===== src/rtl/multicycle_control_fsm_pkg.sv =====
// Shared encodings for the multi-cycle RV32IM control unit: states, ALU codes,
// datapath select values, opcodes and the branch-condition helper.
package multicycle_control_fsm_pkg;

  typedef enum logic [3:0] {
    S_FETCH, S_DECODE, S_EXE_R, S_EXE_I, S_LUI, S_ALUWB, S_MEMADR,
    S_MEMREAD, S_MEMWB, S_MEMWRITE, S_BRANCH, S_JAL, S_JALR1, S_JALR2
  } state_t;

  localparam logic [4:0] ALU_ADD    = 5'd0;
  localparam logic [4:0] ALU_SUB    = 5'd1;
  localparam logic [4:0] ALU_SLL    = 5'd2;
  localparam logic [4:0] ALU_SLT    = 5'd3;
  localparam logic [4:0] ALU_SLTU   = 5'd4;
  localparam logic [4:0] ALU_XOR    = 5'd5;
  localparam logic [4:0] ALU_SRL    = 5'd6;
  localparam logic [4:0] ALU_SRA    = 5'd7;
  localparam logic [4:0] ALU_OR     = 5'd8;
  localparam logic [4:0] ALU_AND    = 5'd9;
  localparam logic [4:0] ALU_MUL    = 5'd10;
  localparam logic [4:0] ALU_MULH   = 5'd11;
  localparam logic [4:0] ALU_MULHSU = 5'd12;
  localparam logic [4:0] ALU_MULHU  = 5'd13;
  localparam logic [4:0] ALU_DIV    = 5'd14;
  localparam logic [4:0] ALU_DIVU   = 5'd15;
  localparam logic [4:0] ALU_REM    = 5'd16;
  localparam logic [4:0] ALU_REMU   = 5'd17;

  localparam logic       ADR_PC     = 1'b0;
  localparam logic       ADR_RESULT = 1'b1;

  localparam logic [1:0] SRCA_PC    = 2'b00;
  localparam logic [1:0] SRCA_OLDPC = 2'b01;
  localparam logic [1:0] SRCA_REG1  = 2'b10;
  localparam logic [1:0] SRCA_ZERO  = 2'b11;

  localparam logic [1:0] SRCB_REG2  = 2'b00;
  localparam logic [1:0] SRCB_IMM   = 2'b01;
  localparam logic [1:0] SRCB_ONE   = 2'b10;

  localparam logic [1:0] RES_ALUOUT    = 2'b00;
  localparam logic [1:0] RES_DATA      = 2'b01;
  localparam logic [1:0] RES_ALURESULT = 2'b10;

  localparam logic [6:0] OP_RTYPE  = 7'b0110011;
  localparam logic [6:0] OP_ITYPE  = 7'b0010011;
  localparam logic [6:0] OP_LOAD   = 7'b0000011;
  localparam logic [6:0] OP_STORE  = 7'b0100011;
  localparam logic [6:0] OP_BRANCH = 7'b1100011;
  localparam logic [6:0] OP_JAL    = 7'b1101111;
  localparam logic [6:0] OP_JALR   = 7'b1100111;
  localparam logic [6:0] OP_LUI    = 7'b0110111;
  localparam logic [6:0] OP_AUIPC  = 7'b0010111;

  localparam logic [6:0] FUNCT7_MULDIV = 7'b0000001;

  // Flags come from A-B compare; less-than is derived as neither greater nor equal.
  function automatic logic branch_taken(input logic [2:0] funct3, input logic eq,
                                        input logic gt, input logic gtu);
    case (funct3)
      3'b000:  return eq;
      3'b001:  return !eq;
      3'b100:  return !gt && !eq;
      3'b101:  return gt || eq;
      3'b110:  return !gtu && !eq;
      3'b111:  return gtu || eq;
      default: return 1'b0;
    endcase
  endfunction

endpackage


===== src/rtl/multicycle_control_fsm_alu_op_decode.sv =====
// Combinational funct3/funct7 to ALU operation map for R-type and OP-IMM.
// Zero latency, no flow control.
module multicycle_control_fsm_alu_op_decode
  import multicycle_control_fsm_pkg::*;
(
  input  logic [2:0] i_funct3,
  input  logic [6:0] i_funct7,
  input  logic       i_is_rtype,
  output logic [4:0] o_alu_control
);

  always_comb begin
    o_alu_control = ALU_ADD;
    if (i_is_rtype && (i_funct7 == FUNCT7_MULDIV)) begin
      case (i_funct3)
        3'b000:  o_alu_control = ALU_MUL;
        3'b001:  o_alu_control = ALU_MULH;
        3'b010:  o_alu_control = ALU_MULHSU;
        3'b011:  o_alu_control = ALU_MULHU;
        3'b100:  o_alu_control = ALU_DIV;
        3'b101:  o_alu_control = ALU_DIVU;
        3'b110:  o_alu_control = ALU_REM;
        default: o_alu_control = ALU_REMU;
      endcase
    end else begin
      case (i_funct3)
        // ADDI has no SUB form: immediate bits in funct7 must not flip it.
        3'b000:  o_alu_control = (i_is_rtype && i_funct7[5]) ? ALU_SUB : ALU_ADD;
        3'b001:  o_alu_control = ALU_SLL;
        3'b010:  o_alu_control = ALU_SLT;
        3'b011:  o_alu_control = ALU_SLTU;
        3'b100:  o_alu_control = ALU_XOR;
        3'b101:  o_alu_control = i_funct7[5] ? ALU_SRA : ALU_SRL;
        3'b110:  o_alu_control = ALU_OR;
        default: o_alu_control = ALU_AND;
      endcase
    end
  end

endmodule


===== src/rtl/multicycle_control_fsm.sv =====
// Multi-cycle RV32IM control FSM; Moore outputs except branch PCWrite.
// 3-5 cycles per instruction, no stall input; reset=0 forces FETCH and kills writes.
module multicycle_control_fsm
  import multicycle_control_fsm_pkg::*;
(
  input  logic       clk,
  input  logic       reset,
  input  logic [6:0] OpCode,
  input  logic [2:0] funct3,
  input  logic [6:0] funct7,
  input  logic       Eq,
  input  logic       Gt,
  input  logic       GtU,
  output logic       PCWrite,
  output logic       AdrSrc,
  output logic       MemWrite,
  output logic       IRWrite,
  output logic [1:0] ResultSrc,
  output logic [4:0] ALUControl,
  output logic [1:0] ALUSrcA,
  output logic [1:0] ALUSrcB,
  output logic       RegWrite
);

  state_t     r_state;
  state_t     w_next;
  logic [4:0] w_alu_op;
  logic       w_pc_write, w_mem_write, w_ir_write, w_reg_write;

  multicycle_control_fsm_alu_op_decode u_alu_op_decode (
    .i_funct3      (funct3),
    .i_funct7      (funct7),
    .i_is_rtype    (r_state == S_EXE_R),
    .o_alu_control (w_alu_op)
  );

  always_ff @(posedge clk or negedge reset) begin
    if (!reset) r_state <= S_FETCH;
    else        r_state <= w_next;
  end

  always_comb begin
    w_next      = S_FETCH;
    w_pc_write  = 1'b0;
    w_mem_write = 1'b0;
    w_ir_write  = 1'b0;
    w_reg_write = 1'b0;
    AdrSrc      = ADR_PC;
    ResultSrc   = RES_ALUOUT;
    ALUControl  = ALU_ADD;
    ALUSrcA     = SRCA_PC;
    ALUSrcB     = SRCB_REG2;
    case (r_state)
      S_FETCH: begin
        w_ir_write = 1'b1;
        w_pc_write = 1'b1;
        ALUSrcB    = SRCB_ONE;
        ResultSrc  = RES_ALURESULT;
        w_next     = S_DECODE;
      end
      S_DECODE: begin
        ALUSrcA = SRCA_OLDPC;
        ALUSrcB = SRCB_IMM;
        case (OpCode)
          OP_RTYPE:           w_next = S_EXE_R;
          OP_ITYPE:           w_next = S_EXE_I;
          OP_LOAD, OP_STORE:  w_next = S_MEMADR;
          OP_BRANCH:          w_next = S_BRANCH;
          OP_JAL:             w_next = S_JAL;
          OP_JALR:            w_next = S_JALR1;
          OP_LUI:             w_next = S_LUI;
          OP_AUIPC:           w_next = S_ALUWB;
          default:            w_next = S_FETCH;
        endcase
      end
      S_EXE_R: begin
        ALUSrcA    = SRCA_REG1;
        ALUControl = w_alu_op;
        w_next     = S_ALUWB;
      end
      S_EXE_I: begin
        ALUSrcA    = SRCA_REG1;
        ALUSrcB    = SRCB_IMM;
        ALUControl = w_alu_op;
        w_next     = S_ALUWB;
      end
      S_LUI: begin
        ALUSrcA = SRCA_ZERO;
        ALUSrcB = SRCB_IMM;
        w_next  = S_ALUWB;
      end
      S_ALUWB:  w_reg_write = 1'b1;
      S_MEMADR: begin
        ALUSrcA = SRCA_REG1;
        ALUSrcB = SRCB_IMM;
        w_next  = (OpCode == OP_LOAD) ? S_MEMREAD : S_MEMWRITE;
      end
      S_MEMREAD: begin
        AdrSrc = ADR_RESULT;
        w_next = S_MEMWB;
      end
      S_MEMWB: begin
        ResultSrc   = RES_DATA;
        w_reg_write = 1'b1;
      end
      S_MEMWRITE: begin
        AdrSrc      = ADR_RESULT;
        w_mem_write = 1'b1;
      end
      S_BRANCH: begin
        ALUSrcA    = SRCA_REG1;
        ALUControl = ALU_SUB;
        w_pc_write = branch_taken(funct3, Eq, Gt, GtU);
      end
      // PC takes the target already in ALUOut while the ALU forms the link value.
      S_JAL: begin
        w_pc_write = 1'b1;
        ALUSrcA    = SRCA_OLDPC;
        ALUSrcB    = SRCB_ONE;
        w_next     = S_ALUWB;
      end
      S_JALR1: begin
        ALUSrcA    = SRCA_REG1;
        ALUSrcB    = SRCB_IMM;
        ResultSrc  = RES_ALURESULT;
        w_pc_write = 1'b1;
        w_next     = S_JALR2;
      end
      S_JALR2: begin
        ALUSrcA     = SRCA_OLDPC;
        ALUSrcB     = SRCB_ONE;
        ResultSrc   = RES_ALURESULT;
        w_reg_write = 1'b1;
      end
      default: w_next = S_FETCH;
    endcase
  end

  assign PCWrite  = w_pc_write  & reset;
  assign MemWrite = w_mem_write & reset;
  assign IRWrite  = w_ir_write  & reset;
  assign RegWrite = w_reg_write & reset;

endmodule


===== config.mk =====
export PLATFORM = sky130hd
export DESIGN_NAME = multicycle_control_fsm
export DESIGN_NICKNAME = d
export VERILOG_FILES = /design/src/rtl/multicycle_control_fsm_pkg.sv /design/src/rtl/multicycle_control_fsm_alu_op_decode.sv /design/src/rtl/multicycle_control_fsm.sv
export SDC_FILE = /design/constraint.sdc
export NUM_CORES = 1
export LEC_CHECK = 0
export CAP_MARGIN = 0
export CORE_MARGIN = 3
export CORE_UTILIZATION = 43
export DETAILED_ROUTE_END_ITERATION = 10
export PLACE_DENSITY = 0.84
export SLEW_MARGIN = 0
export SYNTH_ARGS = -nofsm -noshare
export SYNTH_HDL_FRONTEND = slang
export SYNTH_HIERARCHICAL = 1
export SYNTH_SLANG_ARGS = --single-unit

===== constraint.sdc =====
create_clock -name clk -period 3.9 [get_ports clk]
set_input_delay 1.17 -clock clk [delete_from_list [all_inputs] [get_ports clk]]
set_output_delay 1.17 -clock clk [all_outputs]
set_load 0.01 [all_outputs]

==> metrics.md <==
| Metric | Value |
|---|---|
| Syn. warnings | `6` |
| Initial Util | `48.76%` |
| Largest register FFs | `4` |
| Seq cells post-synth | `4` |
| First-pass GRT wire length | `4.077 mm` |
| Final nets | `~190` |
| Reg-to-Reg End | `r_state[2]` |
| Final Max Tran Viols | `0` |
| GR Util All Layers | `around 22%` |
| # hold bufs at CTS | `0` |
| Min Hold Slack | `0.6950 ns` |
| Final setup viols | `0` |
| Data arrival, critical path | `2.67 ns` |
| Core area | `1612 sq um` |
| Max Root-Sink Buffers | `2` |
| Crit start category | `input pin` |
| Max-cap violations | `0` |
| Pint | `0.2433 mW` |
| DIE HEIGHT | `48.75 um` |
| DRC Markers | `0` |
| Netlist cell types | `38` |
| Sw frac | `42.54%` |
| Hold Violations, Final | `0` |
| CP Class | `in -> out` |
| Port Buffer Count | `37` |
| Sequential power share | `13.0%` |
| P&R area growth vs syn | `68.79%` |
| TritonCTS clock tree | `built` |
| Max_slew headroom | `80.26%` |
| Skew final | `0.0004330 ns` |
| FMAX | `260.7 MHz` |
| Clock network power share | `12.9%` |
| Vias in the first global route | `a little over 900` |
| Final ANT Viol Nets | `0` |
| Syn Nets | `135` |
| Largest reg by FF count | `r_state` |
| Status | `finished clean` |
| Hold Path Cell Cnt | `2` |
| Antenna cells | `0` |
| Comb pwr share | `74.1%` |
| DR WL/cell | `~13 um` |
| Slew at the pin closest to its max-slew limit | `0.2938 ns` |
| Fraction of layout cells with a size suffix above 1 | `21.60%` |
| H-tree depth | `1` |
| Crit Path Max Fanout | `2` |
| Initial antenna violation count | `0` |
| Synthesized area per cell | `6.954 sq um` |
| Mapped Area | `~790 sq um` |
| Final design utilization | `82.30%` |
| Post-route cell area | `~1300 sq um` |
| Post-Synthesis Cells | `113` |
| Gr ovfl total | `0` |
| Clock transition at path regs | `0.04 ns` |
| Row count | `14` |
| Total CTS buffers | `3` |
| Regs by FF count | `r_state x4` |
| Chip width | `~49 um` |
| Hold Path Class | `reg -> reg` |
| Largest net degree at the start of global routing | `20` |
| Post-synth EDFFs | `0` |
| Final period util | `a little over nine tenths` |
| Peak VDD IR | `0.2056 mV` |
| Io pins | `38` |
| Hold EP | `r_state[2]` |
| Ys flop type | `dfrtp_1` |
| Fin crit period | `3.835 ns` |
| Asr flop ratio synth | `100.0%` |
| Cell Pwr Density | `319.3 nW/um^2` |
| Crit. End Element | `output pin` |
| Switching pwr | `0.1801 mW` |
| Drt first pass iters | `4` |
| Root Driver | `clkbuf_4` |
| Worst Path Required | `2.73 ns` |
| Vias post-DR | `about 1000` |
| Sink Count | `4` |
| Slowest cell on crit path | `clkdlybuf4s50_1` |
| GPL Wtd Cong | `0.8043` |
| Detailed Place HPWL | `1.856 mm` |
| Die area | `2376 sq um` |
| Seq/Total Area, Yosys | `between 10% and 20%` |
| Final wirelength | `2.447 mm` |
| R2r startpoint | `r_state[0]` |
| Vias per cell | `5.495` |
| Most common cell after layout, fill and taps aside | `clkdlybuf4s50_1` |
| Critical path's largest stage delay | `0.45 ns` |
| FF-to-FF path depth | `3` |
| Placed instance area | `1265 sq um` |
| Reg2reg setup slack | `about 2.4 ns` |
| Worst path cell trace | `clkdlybuf4s50_1 > nor4b_4 > buf_4 > nand2_1 > xor2_1 > and3_1 > dlygate4sd2_1` |
| P_leak | `~0.61 nW` |
| Most frequent cells in the layout | `clkdlybuf4s50_1 (23), buf_4 (15), nand2_1 (14)` |
| Worst skew pair latency | `around 0.25 ns` |
| Min-delay src | `r_state[3]` |
| Drt first-iter violations | `16` |
## per-stage QoR
step	power, mW	TNS [ns]	setup slack, ns	instances
6_report	0.4234	0	0.06466	186
5_1_grt	0.4598	-0.01152	-0.01152	186
4_1_cts	0.4229	-0.01556	-0.01556	186
3_5_place_dp	0.3659	-1.919	-0.3878	181
3_3_place_gp	0.3587	-1.636	-0.3421	181
2_1_floorplan	0.2173	0	0.5491	113
## layer usage
layer  global-route usage, %  up-vias  share of wire [%]
met1                   26.53      459                 44
met2                   33.71       44                 47
met4                   12.32        0                2.2
li1                        -      514                  -
met5                       0        -                  0
met3                   5.521        5                6.7
## layout make-up
type,instances,area (sq um)
Clock buffer,3,22.52
Fill cell,121,285.3
Inverter,2,7.507
Multi-Input combinational cell,100,673.1
Sequential cell,4,100.1
Tap cell,24,30.03
Timing Repair Buffer,53,493.0
## repair_timing
action,in CTS,in global routing
setup endpoints to repair,6,5
setup buffers,2,0
pin swaps,2,4
endpoints found under the hold margin,0,0
gates resized for setup,21,6
## power by group through the flow
stage	Clock (mW)	Combinational (mW)	Sequential (mW)
6_report	0.0546	0.314	0.0549
5_1_grt	0.0581	0.345	0.0564
4_1_cts	0.0557	0.312	0.0548
3_5_place_dp	0	0.311	0.0554
3_3_place_gp	0	0.304	0.0550
2_1_floorplan	0	0.161	0.0562
## how the worst max path moves through the flow
stage,from,end,slack [ns],cells after the start
2_1_floorplan,funct7[1],ALUControl[0],0.55,5
3_3_place_gp,funct7[1],ALUControl[0],-0.34,7
3_5_place_dp,funct7[1],ALUControl[0],-0.39,7
4_1_cts,funct7[3],ALUControl[0],-0.02,8
5_1_grt,funct7[0],ALUControl[3],-0.01,7
6_report,funct7[4],ALUControl[3],0.06,7
## synth_stat cells, types with 2 or more instances
cell,instances,share of area (%)
o2bb2ai_1,2,2.2
nand3_1,2,1.3
inv_1,2,0.96
nor2_1,11,5.3
a211oi_1,3,2.9
nand2b_1,9,7.2
o21ai_0,8,5.1
nor3_1,5,3.2
mux2i_1,2,2.5
nor4b_4,2,6.1
and2_1,2,1.6
a21oi_1,7,4.5
and3_1,8,6.4
dfrtp_1,4,13
nor2b_1,3,2.4
nor4_1,2,1.6
clkbuf_1,7,3.3
nand2_1,14,6.7
## kinds of logic (layout without fill, tap and decap cells)
kind of cell | after synthesis | after routing | synth area share (%)
AO/OA/AOI/OAI | 31 | 31 | 26.44
XOR/XNOR | 1 | 1 | 1.115
buffers and inverters | 9 | 58 | 4.300
flip-flops | 4 | 4 | 12.74
multiplexers | 4 | 4 | 5.891
AND/OR/NAND/NOR | 64 | 64 | 49.52
## critical path, delay by kind of cell
kind / cells / cell delay [ns]
buf+inv: 3 / 0.89
simple gates: 3 / 0.46
xor+xnor: 1 / 0.16
Power figures use the tool's default switching activity.
